===== config.mk =====
export PLATFORM = sky130hd
export DESIGN_NAME = cpu_wb_master
export DESIGN_NICKNAME = d
export VERILOG_FILES = /design/src/rtl/wb_pkg.sv /design/src/rtl/wb_ack_watchdog.sv /design/src/rtl/cpu_wb_master.sv
export SDC_FILE = /design/constraint.sdc
export NUM_CORES = 1
export LEC_CHECK = 0
export BUFFER_PORTS_ARGS = -buffer_cell sky130_fd_sc_hd__buf_4
export CAP_MARGIN = 20
export CORE_MARGIN = 1
export CORE_UTILIZATION = 30
export DETAILED_ROUTE_END_ITERATION = 10
export PLACE_DENSITY_LB_ADDON = 0.1
export SETUP_SLACK_MARGIN = 0.02
export SYNTH_ARGS = -nofsm -noshare
export SYNTH_HDL_FRONTEND = slang
export SYNTH_SLANG_ARGS = --single-unit

===== constraint.sdc =====
create_clock -name clk -period 9 [get_ports clk]
set_clock_uncertainty 0.05 [all_clocks]
set_input_delay 1.8 -clock clk [delete_from_list [all_inputs] [get_ports clk]]
set_output_delay 1.8 -clock clk [all_outputs]
set_load 0.01 [all_outputs]

===== src/rtl/wb_pkg.sv =====
// Shared widths, FSM encoding and constants for the CPU-side Wishbone initiator.
package wb_pkg;

  localparam int WB_DW = 32;
  localparam int WB_AW = 32;
  localparam int WB_SW = WB_DW / 8;

  typedef enum logic [1:0] {
    IDLE = 2'd0,
    BUS  = 2'd1,
    HOLD = 2'd2
  } wb_state_e;

  localparam logic [WB_DW-1:0] WB_ERR_DATA = 32'hDEAD_BEEF;
  localparam logic [WB_SW-1:0] SEL_ALL     = '1;

endpackage


===== src/rtl/wb_ack_watchdog.sv =====
// Saturating ack watchdog: counts enabled cycles since clear; expired once TIMEOUT-1 is reached.
module wb_ack_watchdog #(
  parameter int TIMEOUT = 64
) (
  input  logic clk,
  input  logic rst,
  input  logic clr,
  input  logic en,
  output logic expired
);

  localparam int CW = $clog2(TIMEOUT) + 1;
  localparam logic [CW-1:0] LIMIT = CW'(TIMEOUT - 1);

  logic [CW-1:0] cnt;

  always_ff @(posedge clk or posedge rst) begin
    if (rst) begin
      cnt <= '0;
    end else if (clr) begin
      cnt <= '0;
    end else if (en && (cnt != {CW{1'b1}})) begin
      cnt <= cnt + 1'b1;
    end
  end

  assign expired = (cnt >= LIMIT);

endmodule


===== src/rtl/cpu_wb_master.sv =====
// CPU level-handshake request -> single Wishbone classic cycle; strobe 1 cycle after request, ready 1 cycle after ack.
// Ready is held until the CPU drops its request; WB_TIMEOUT_EN adds an ack watchdog with bus_err/ERR_DATA.
module cpu_wb_master
  import wb_pkg::*;
#(
  parameter int            DW       = WB_DW,
  parameter int            AW       = WB_AW,
  parameter int            TIMEOUT  = 64,
  parameter logic [DW-1:0] ERR_DATA = DW'(WB_ERR_DATA)
) (
  input  logic            clk,
  input  logic            rst,
  input  logic            cpu_req,
  input  logic            cpu_we,
  input  logic [AW-1:0]   cpu_addr,
  input  logic [DW-1:0]   cpu_wdata,
  output logic [DW-1:0]   cpu_rdata,
  output logic            cpu_ready,
  output logic [AW-1:0]   m_adr_o,
  output logic [DW-1:0]   m_dat_o,
  input  logic [DW-1:0]   m_dat_i,
  output logic [DW/8-1:0] m_sel_o,
  output logic            m_we_o,
  output logic            m_stb_o,
  input  logic            m_ack_i,
  output logic            bus_err
);

  localparam int SW = DW / 8;

  wb_state_e       state_q, state_n;
  logic [AW-1:0]   adr_n;
  logic [DW-1:0]   dat_n, rdata_n;
  logic [SW-1:0]   sel_n;
  logic            we_n, stb_n, ready_n, err_q, err_n, abort_q, abort_n;
  logic            accept, wd_expired, abort_now;

  assign accept = (state_q == IDLE) && cpu_req && !cpu_ready;

`ifdef WB_TIMEOUT_EN
  wb_ack_watchdog #(.TIMEOUT(TIMEOUT)) u_wdog (
    .clk     (clk),
    .rst     (rst),
    .clr     (accept),
    .en      ((state_q == BUS) && !m_ack_i),
    .expired (wd_expired)
  );
`else
  logic unused_cfg;
  assign unused_cfg = TIMEOUT[0];
  assign wd_expired = 1'b0;
`endif

  always_ff @(posedge clk or posedge rst) begin
    if (rst) begin
      state_q   <= IDLE;
      m_adr_o   <= '0;
      m_dat_o   <= '0;
      m_sel_o   <= '0;
      m_we_o    <= 1'b0;
      m_stb_o   <= 1'b0;
      cpu_rdata <= '0;
      cpu_ready <= 1'b0;
      err_q     <= 1'b0;
      abort_q   <= 1'b0;
    end else begin
      state_q   <= state_n;
      m_adr_o   <= adr_n;
      m_dat_o   <= dat_n;
      m_sel_o   <= sel_n;
      m_we_o    <= we_n;
      m_stb_o   <= stb_n;
      cpu_rdata <= rdata_n;
      cpu_ready <= ready_n;
      err_q     <= err_n;
      abort_q   <= abort_n;
    end
  end

  // A request dropped mid-cycle still finishes on the bus but never raises ready.
  assign abort_now = abort_q || !cpu_req;

  always_comb begin
    state_n = state_q;
    adr_n   = m_adr_o;
    dat_n   = m_dat_o;
    sel_n   = m_sel_o;
    we_n    = m_we_o;
    stb_n   = m_stb_o;
    rdata_n = cpu_rdata;
    ready_n = cpu_ready;
    err_n   = err_q;
    abort_n = abort_q;
    case (state_q)
      IDLE: begin
        if (accept) begin
          adr_n   = cpu_addr;
          dat_n   = cpu_wdata;
          we_n    = cpu_we;
          sel_n   = {SW{1'b1}};
          stb_n   = 1'b1;
          err_n   = 1'b0;
          abort_n = 1'b0;
          state_n = BUS;
        end
      end
      BUS: begin
        abort_n = abort_now;
        // Ack beats a watchdog expiry landing on the same cycle.
        if (m_ack_i || wd_expired) begin
          stb_n = 1'b0;
          if (!m_we_o) rdata_n = m_ack_i ? m_dat_i : ERR_DATA;
          if (!m_ack_i) err_n = 1'b1;
          if (abort_now) begin
            state_n = IDLE;
          end else begin
            ready_n = 1'b1;
            state_n = HOLD;
          end
        end
      end
      HOLD: begin
        if (!cpu_req) begin
          ready_n = 1'b0;
          state_n = IDLE;
        end
      end
      default: state_n = IDLE;
    endcase
  end

  assign bus_err = err_q;

endmodule


==> results of run 1 <==
[sequential cells by signal, indices dropped and copies added (netlist names)]
name	cells
abort_q	1
cpu_rdata	32
cpu_ready	1
m_adr_o	32
m_dat_o	32
m_sel_o	1
m_stb_o	1
m_we_o	1
state_q	2
[cell families (layout without fill, tap and decap cells)]
family,Yosys count,count (layout),synth area share
flops,103,103,0.620
mux,98,98,0.301
buf+inv,19,228,0.0482
simple gates,11,11,0.0208
compound gates,7,7,0.00904
other cells,1,1,0.000903
[stage by stage]
stage / util / worst slack (ns) / cell area [sq um]
after floorplan: - / 4.45 / 4150
after global placement: 0.430 / 4.57 / 5740
after detailed placement: 0.431 / 4.96 / 5760
after CTS: 0.455 / 5.34 / 6070
after global routing: 0.457 / 5.27 / 6090
final: 0.457 / 5.38 / 6090
[layer usage]
layer	wire [um]	share of wire	track usage	up-vias
li1	-	-	-	1231
met1	3940	0.43	0.168	1276
met2	4300	0.46	0.206	130
met3	854	0.092	0.0556	11
met4	160	0.017	0.0586	0
met5	0	0	0	-
[worst paths after layout]
| kind | slack [ns] | start | to | cells past startpoint |
|---|---|---|---|---|
| min | 0.45 | cpu_rdata[14]$_DFFE_PP0P_ | cpu_rdata[14]$_DFFE_PP0P_ | 1 |
| max in group asynchronous | 6.62 | rst | m_adr_o[1]$_DFFE_PP0P_ | 4 |
| max | 5.38 | cpu_req | m_adr_o[31]$_DFFE_PP0P_ | 6 |
| min in group asynchronous | 1.37 | rst | m_adr_o[3]$_DFFE_PP0P_ | 2 |
| max reg2reg | 6.41 | state_q[1]$_DFFE_PP0P_ | m_adr_o[31]$_DFFE_PP0P_ | 5 |
| min reg2reg | 0.45 | cpu_rdata[14]$_DFFE_PP0P_ | cpu_rdata[14]$_DFFE_PP0P_ | 1 |
[cell type report]
type,count,area [sq um],share of cell area
well taps,176,220,0.0361
multi-input cells,117,1380,0.226
clock buffers,11,253,0.0415
repair buffers,208,1590,0.262
inverters,4,17.5,0.00287
flip-flops and latches,103,2580,0.423
clock inverters,5,56.3,0.00924
[power breakdown]
part	internal, uW	total [uW]	switching, uW
Combinational	579	918	339
Sequential	696	828	132
Clock	230	400	170
Total	1500	2150	641
[placed cells by master, fill, tap and decap left out, drive strengths merged]
| master | instances |
|---|---|
| a21oi | 2 |
| inv | 4 |
| or3b | 1 |
| nand2 | 2 |
| o31ai | 1 |
| mux2i | 1 |
| buf | 208 |
| clkbuf | 11 |
| or2 | 1 |
| bufinv | 1 |
| nor2b | 1 |
| o21ai | 4 |
| nor2 | 3 |
| clkinvlp | 1 |
| mux2 | 97 |
| conb | 1 |
| nor3b | 2 |
| dfrtp | 103 |
| nor4 | 1 |
| clkinv | 3 |
==> summary.md, run 1 <==
Counting stages on the worst path, the most repeated cell is sky130_fd_sc_hd__buf_4. Overall die width: 120 um. The final worst-path cycle share is 0.402.

Fill cells in the final layout number 1,237. Counting along the longest clock path gives a buffer depth of 2. The count of buffer and inverter cells on the critical path is 3. After detailed placement, the design holds a cell count of 607.

The post-detailed-route count of antenna-violating nets is 0. The count of flip-flops with a built-in enable after synthesis is 0, and the maximum clock frequency is 276 MHz. The run gives 0.135 as the total global routing track utilization.

The tools report the remaining max-slew budget at the tightest pin as 0.519. In this run the static leakage power is 0.00295 uW. Number of nets in the layout: 544.

Summed over all failing endpoints, the final setup total negative slack is 0 ns. The first detailed-routing pass ran for 4 iterations. The run gives 0.620 as the post-synthesis sequential area ratio.

The synthesized netlist occupies a cell area of 4150 sq um. The clock period could shrink to 3.62 ns. The tightest hold path in the finished design has a slack of 0.453 ns. The largest driver fanout on the critical path came out at 34.

By area the synthesized netlist is led by sky130_fd_sc_hd__dfrtp_1 (62%), sky130_fd_sc_hd__mux2_2 (15%), sky130_fd_sc_hd__mux2_4 (14%), sky130_fd_sc_hd__buf_12 (1.9%), sky130_fd_sc_hd__buf_4 (1.1%). Ranked by instance count, the synthesized netlist is headed by sky130_fd_sc_hd__dfrtp_1 (103), sky130_fd_sc_hd__mux2_2 (56), sky130_fd_sc_hd__mux2_4 (39). The run finished with clean final reports.

The tools report the post-synth net total as 340. In the synthesized netlist the dominant register cell turns out to be sky130_fd_sc_hd__dfrtp_1. After clock tree synthesis, the clock-pin slew on the worst setup and hold paths is 0.07 ns. Class of the worst hold path: register to register.

The highest-delay cell along the critical path was sky130_fd_sc_hd__buf_4. Across the run, the number of max-cap violations was 0. The total setup violations reported at the end of the flow came out at 0. The proportion of synthesized flip-flops having asynchronous set or reset is 1.00.

For the I/O pin count, the log shows 205. Entering global routing, the biggest net connects 78 pins. On the critical path the largest part of the delay comes from buffers and inverters. TritonCTS built the clock tree. CTS saw 103 sinks.

The required time at the endpoint of the critical path is 9.18 ns, and the count of H-tree levels built during CTS is 3. The biggest cell delay along the critical path came out at 0.49 ns. The tools report the number of placement rows as 42. Endpoint class of the critical path: a register.

During synthesis, Yosys emitted a total of 0 warnings. Count of different cell masters after synthesis: 23. The synthesized design spends more area on one cell type than any other, namely sky130_fd_sc_hd__dfrtp_1. Area share of the largest cell type after synthesis: 0.620. Summing over every cut layer, the via total after detailed routing is 2,648.

The logs give 0.731 for the placer congestion estimate and 239 for the gate count after technology mapping. The tools report the wire length of the first global-routing pass as 14,800 um. The via-per-instance ratio is 4.24. The clock insertion delay at the later pin of the skew report came out at 0.34 ns.

The number of I/O port buffers came out at 203. The fraction of layout instances using a drive strength above 1 is 0.725. For the pin with the worst max-slew slack, the measured transition is 0.716 ns. The power per cell area is 352 nW/um^2, and the final standard cell count with taps included and fillers excluded is 624. Leftover overflow at the end of global routing: 0. Hold repair after CTS inserted 0 buffers. The floorplan step defined a core boundary enclosing 13,300 sq um.

In this run the clock root is driven by a sky130_fd_sc_hd__clkbuf_16. The hold violation total from the final report is 0, and the max-slew violation count is 0. After clock tree synthesis, the repair step resized 0 gates. The startpoint kind of the worst setup timing path was an input pin. The critical path goes through buf_4 > or3b_4 > nor2_4 > buf_12 > buf_4 > mux2_2. The growth of design area from synthesis to finish works out to 46.7%. The number of antenna violations at the first check in global routing was 0.

Setup repair after global routing left no endpoint under its margin. The most instantiated library cell after synthesis is sky130_fd_sc_hd__dfrtp_1. The average detailed-routed wire length per instance is 14.8 um, and the mean instance size in the synthesized netlist is 17.4 sq um. IR analysis of the VDD net gives a maximum drop of 0.167 mV.

The initial core utilization was 0.311. The die covers 14,300 sq um. The antenna diode count came out at 0. The tools report the number of clock buffers inserted by TritonCTS as 9. The endpoint arrival time on the critical path is 3.80 ns, and the number of register bits inferred by synthesis is 103.

The floorplan die height works out to 120 um. The placed wire-length estimate after detailed placement was 6550 um. For this run, design rule violations remaining after detail routing come to 0. After layout, the design draws a total of 2150 uW.

The post-CTS repair timing setup buffer count came out at 0. The worst setup path category is input pin to register. For this block, the routed nets add up to 9250 um of wire. The first routing iteration left 82 violations.

Via count of the first global-routing pass: 2,751.
Note: power is estimated with default switching activity, not from simulation.
==> run 2: changes to the inputs <==
clock period = 3.5 ns   (was 9 ns; I/O delays follow)
==> summary.md, run 2 (synthesis gave the netlist of run 1 again) <==
The run finished with clean final reports. The initial core utilization is 0.311, and the register clock-pin slew on the reported worst setup and hold paths is 0.06 ns. Final worst-path cycle share: 0.608. The floorplan die height is 120 um.

Data on the critical path is required at its endpoint by 3.68 ns. The final period demand of the worst path works out to 2.13 ns. The total overflow left after global routing is 0.

The tree is rooted in a sky130_fd_sc_hd__clkbuf_16. Entering global routing, the biggest net connects 81 pins. The fraction of layout instances using a drive strength above 1 was 0.725. The highest-delay cell along the critical path is sky130_fd_sc_hd__nor4_4. TritonCTS built the clock tree. The detailed router placed 2,650 vias in this run. In this run the remaining antenna-violating nets after routing total 0.

The antenna diode count came out at 0. Setup violations remaining at the end of the flow were counted as 0. The H-tree generated during clock tree synthesis spans 3 levels.

The worst-case IR drop observed on VDD is 0.451 mV. The logs give 103 for the number of sinks handled by clock tree synthesis and 0.378 for the proportion of power drawn by flip-flops and latches. Combinational share of power: 0.418.

Summing internal, switching and leakage power gives 5630 uW. The final wirelength is 9120 um, and the fraction of power spent switching nets is 0.291. The number of nets in the layout was 543; the endpoint arrival time on the critical path was 2.30 ns.

The worst setup path is captured at a register. Hold repair after CTS inserted 0 buffers. The number of DRC markers in iteration 0 is 60. Internal power comes to 3990 uW.

For the share of total power in the clock network, the log shows 0.204. The run gives 0 as the number of antenna violations at the first check in global routing. The worst setup path is launched from a register.

The floorplan step defined a core boundary enclosing 13,300 sq um. The largest registers in the layout are cpu_rdata: 32 flops, m_adr_o: 32 flops, m_dat_o: 32 flops. The final worst slack is 1.37 ns.

The tools report the I/O pin count as 205. Max-cap violations in this run came to 0. The run gives 14,300 sq um as the total die area.

The logs give 2,735 for the via count of the first global-routing pass and 0.34 ns for the clock insertion delay at the later pin of the skew report. Average detailed-routed wire length per instance: 14.6 um. From left edge to right edge, the die measures 120 um. TritonCTS created 9 clock buffers. For the pin with the worst max-slew slack, the measured transition is 0.781 ns. Dividing total power by cell area gives a power density of 920 nW/um^2.

Summed over all failing endpoints, the final setup total negative slack is 0 ns. In the layout the commonest cells are sky130_fd_sc_hd__buf_4 (205), sky130_fd_sc_hd__dfrtp_1 (103), sky130_fd_sc_hd__mux2_2 (56). Worst setup path category: register to register. The logs give 0 for the max-slew violation count and 6420 um for the placed wire-length estimate after detailed placement. For the number of fillers in the final layout, the log shows 1,230.

The gate family responsible for the most delay along the worst path is simple AND/OR/NAND/NOR gates. The worst hold path belongs to the class input pin to asynchronous set/reset pin. For this design the static power due to leakage is 0.00295 uW. Setup repair after global routing left no endpoint under its margin. The number of buffers and inverters on the critical path is 2. The growth of design area from synthesis to finish is 47.3%, and the via-per-instance ratio is 4.25. The placed instances occupy a cell area of 5770 sq um. The most common library cell in the layout ignoring fill and taps is sky130_fd_sc_hd__buf_4.

The biggest cell delay along the critical path was 0.73 ns; the post-placement setup slack was 1.12 ns. In this run the tool buffered the top-level ports with 203 buffer cells. Summed over all nets, the switching power comes to 1640 uW. The tools report the count of instances resized after the clock tree is built as 0. The remaining max-slew budget at the tightest pin was 0.475; the number of detailed-route iterations in the first pass was 3. For this run, design rule violations remaining after detail routing come to 0. The post-CTS repair timing setup buffer count is 0, and the number of placement rows is 42.

The total global routing track utilization is 0.131. The placer congestion estimate is 0.712. The longest clock path from root to sink contains 2 buffers. Derived from the worst setup path, the maximum achievable clock frequency is 470 MHz.

The design area came out at 6120 sq um. Traced cell by cell, the critical path runs through inv_2 > nor4_4 > buf_12 > mux2_2. The hold violation total from the final report was 0. Largest driver fanout on the critical path: 23. For the wire length of the first global-routing pass, the log shows 14,300 um.
run 2: cell types whose count changed in the layout (fill, tap and decap cells not counted):
| cell | delta |
|---|---|
| sky130_fd_sc_hd__buf_12 | +1 |
| sky130_fd_sc_hd__clkinv_4 | -1 |
| sky130_fd_sc_hd__bufinv_16 | +2 |
| sky130_fd_sc_hd__clkbuf_8 | -1 |
| sky130_fd_sc_hd__buf_16 | -1 |
| sky130_fd_sc_hd__buf_4 | -1 |
run 2: per-layer routing:
metal / track usage / part of all wire / vias to the layer above
met3: 0.0575 / 0.093 / 8
met4: 0.0398 / 0.012 / 0
li1: - / - / 1231
met1: 0.167 / 0.43 / 1283
met5: 0 / 0 / -
met2: 0.200 / 0.47 / 128
run 2: power by group through the flow:
| stage | Combinational, uW | Clock [uW] | Sequential [uW] |
|---|---|---|---|
| 2_1_floorplan | 1010 | 0 | 2390 |
| 3_3_place_gp | 2370 | 0 | 2130 |
| 3_5_place_dp | 2390 | 0 | 2140 |
| 4_1_cts | 2400 | 1190 | 2140 |
| 5_1_grt | 2520 | 1230 | 2210 |
| 6_report | 2350 | 1150 | 2130 |
run 2: worst paths after layout:
path                                            from                         to  slack (ns)  depth (start not counted)
setup / recovery              state_q[0]$_DFFE_PP0P_  cpu_rdata[25]$_DFFE_PP0P_        1.37                          4
hold / removal                                   rst     m_adr_o[5]$_DFFE_PP0P_        0.27                          2
setup reg to reg              state_q[0]$_DFFE_PP0P_  cpu_rdata[25]$_DFFE_PP0P_        1.37                          4
hold reg to reg            cpu_rdata[14]$_DFFE_PP0P_  cpu_rdata[14]$_DFFE_PP0P_        0.44                          1
max in group asynchronous                        rst  cpu_rdata[19]$_DFFE_PP0P_        2.38                          3
min in group clk           cpu_rdata[14]$_DFFE_PP0P_  cpu_rdata[14]$_DFFE_PP0P_        0.44                          1
run 2: worst register-to-register path, cell delays in order (launching register included):
cell,delay [ns]
sky130_fd_sc_hd__dfrtp_1,0.51
sky130_fd_sc_hd__inv_2,0.11
sky130_fd_sc_hd__nor4_4,0.73
sky130_fd_sc_hd__buf_12,0.26
sky130_fd_sc_hd__mux2_2,0.36
run 2: area by class of cell:
class / count / area [sq um] / share of cell area
Sequential cell: 103 / 2580 / 0.421
Timing Repair Buffer: 207 / 1580 / 0.258
Multi-Input combinational cell: 117 / 1380 / 0.225
Clock buffer: 10 / 239 / 0.0391
Tap cell: 176 / 220 / 0.0360
Clock inverter: 6 / 108 / 0.0176
Inverter: 4 / 17.5 / 0.00286
run 2: per-stage QoR:
| step | utilization | cells | hold WS, ns |
|---|---|---|---|
| after floorplan | - | 239 | 0.404 |
| after global placement | 0.432 | 607 | 0.427 |
| after detailed placement | 0.432 | 607 | 0.431 |
| after CTS | 0.458 | 623 | 0.264 |
| after global routing | 0.458 | 623 | 0.269 |
| final | 0.458 | 623 | 0.269 |
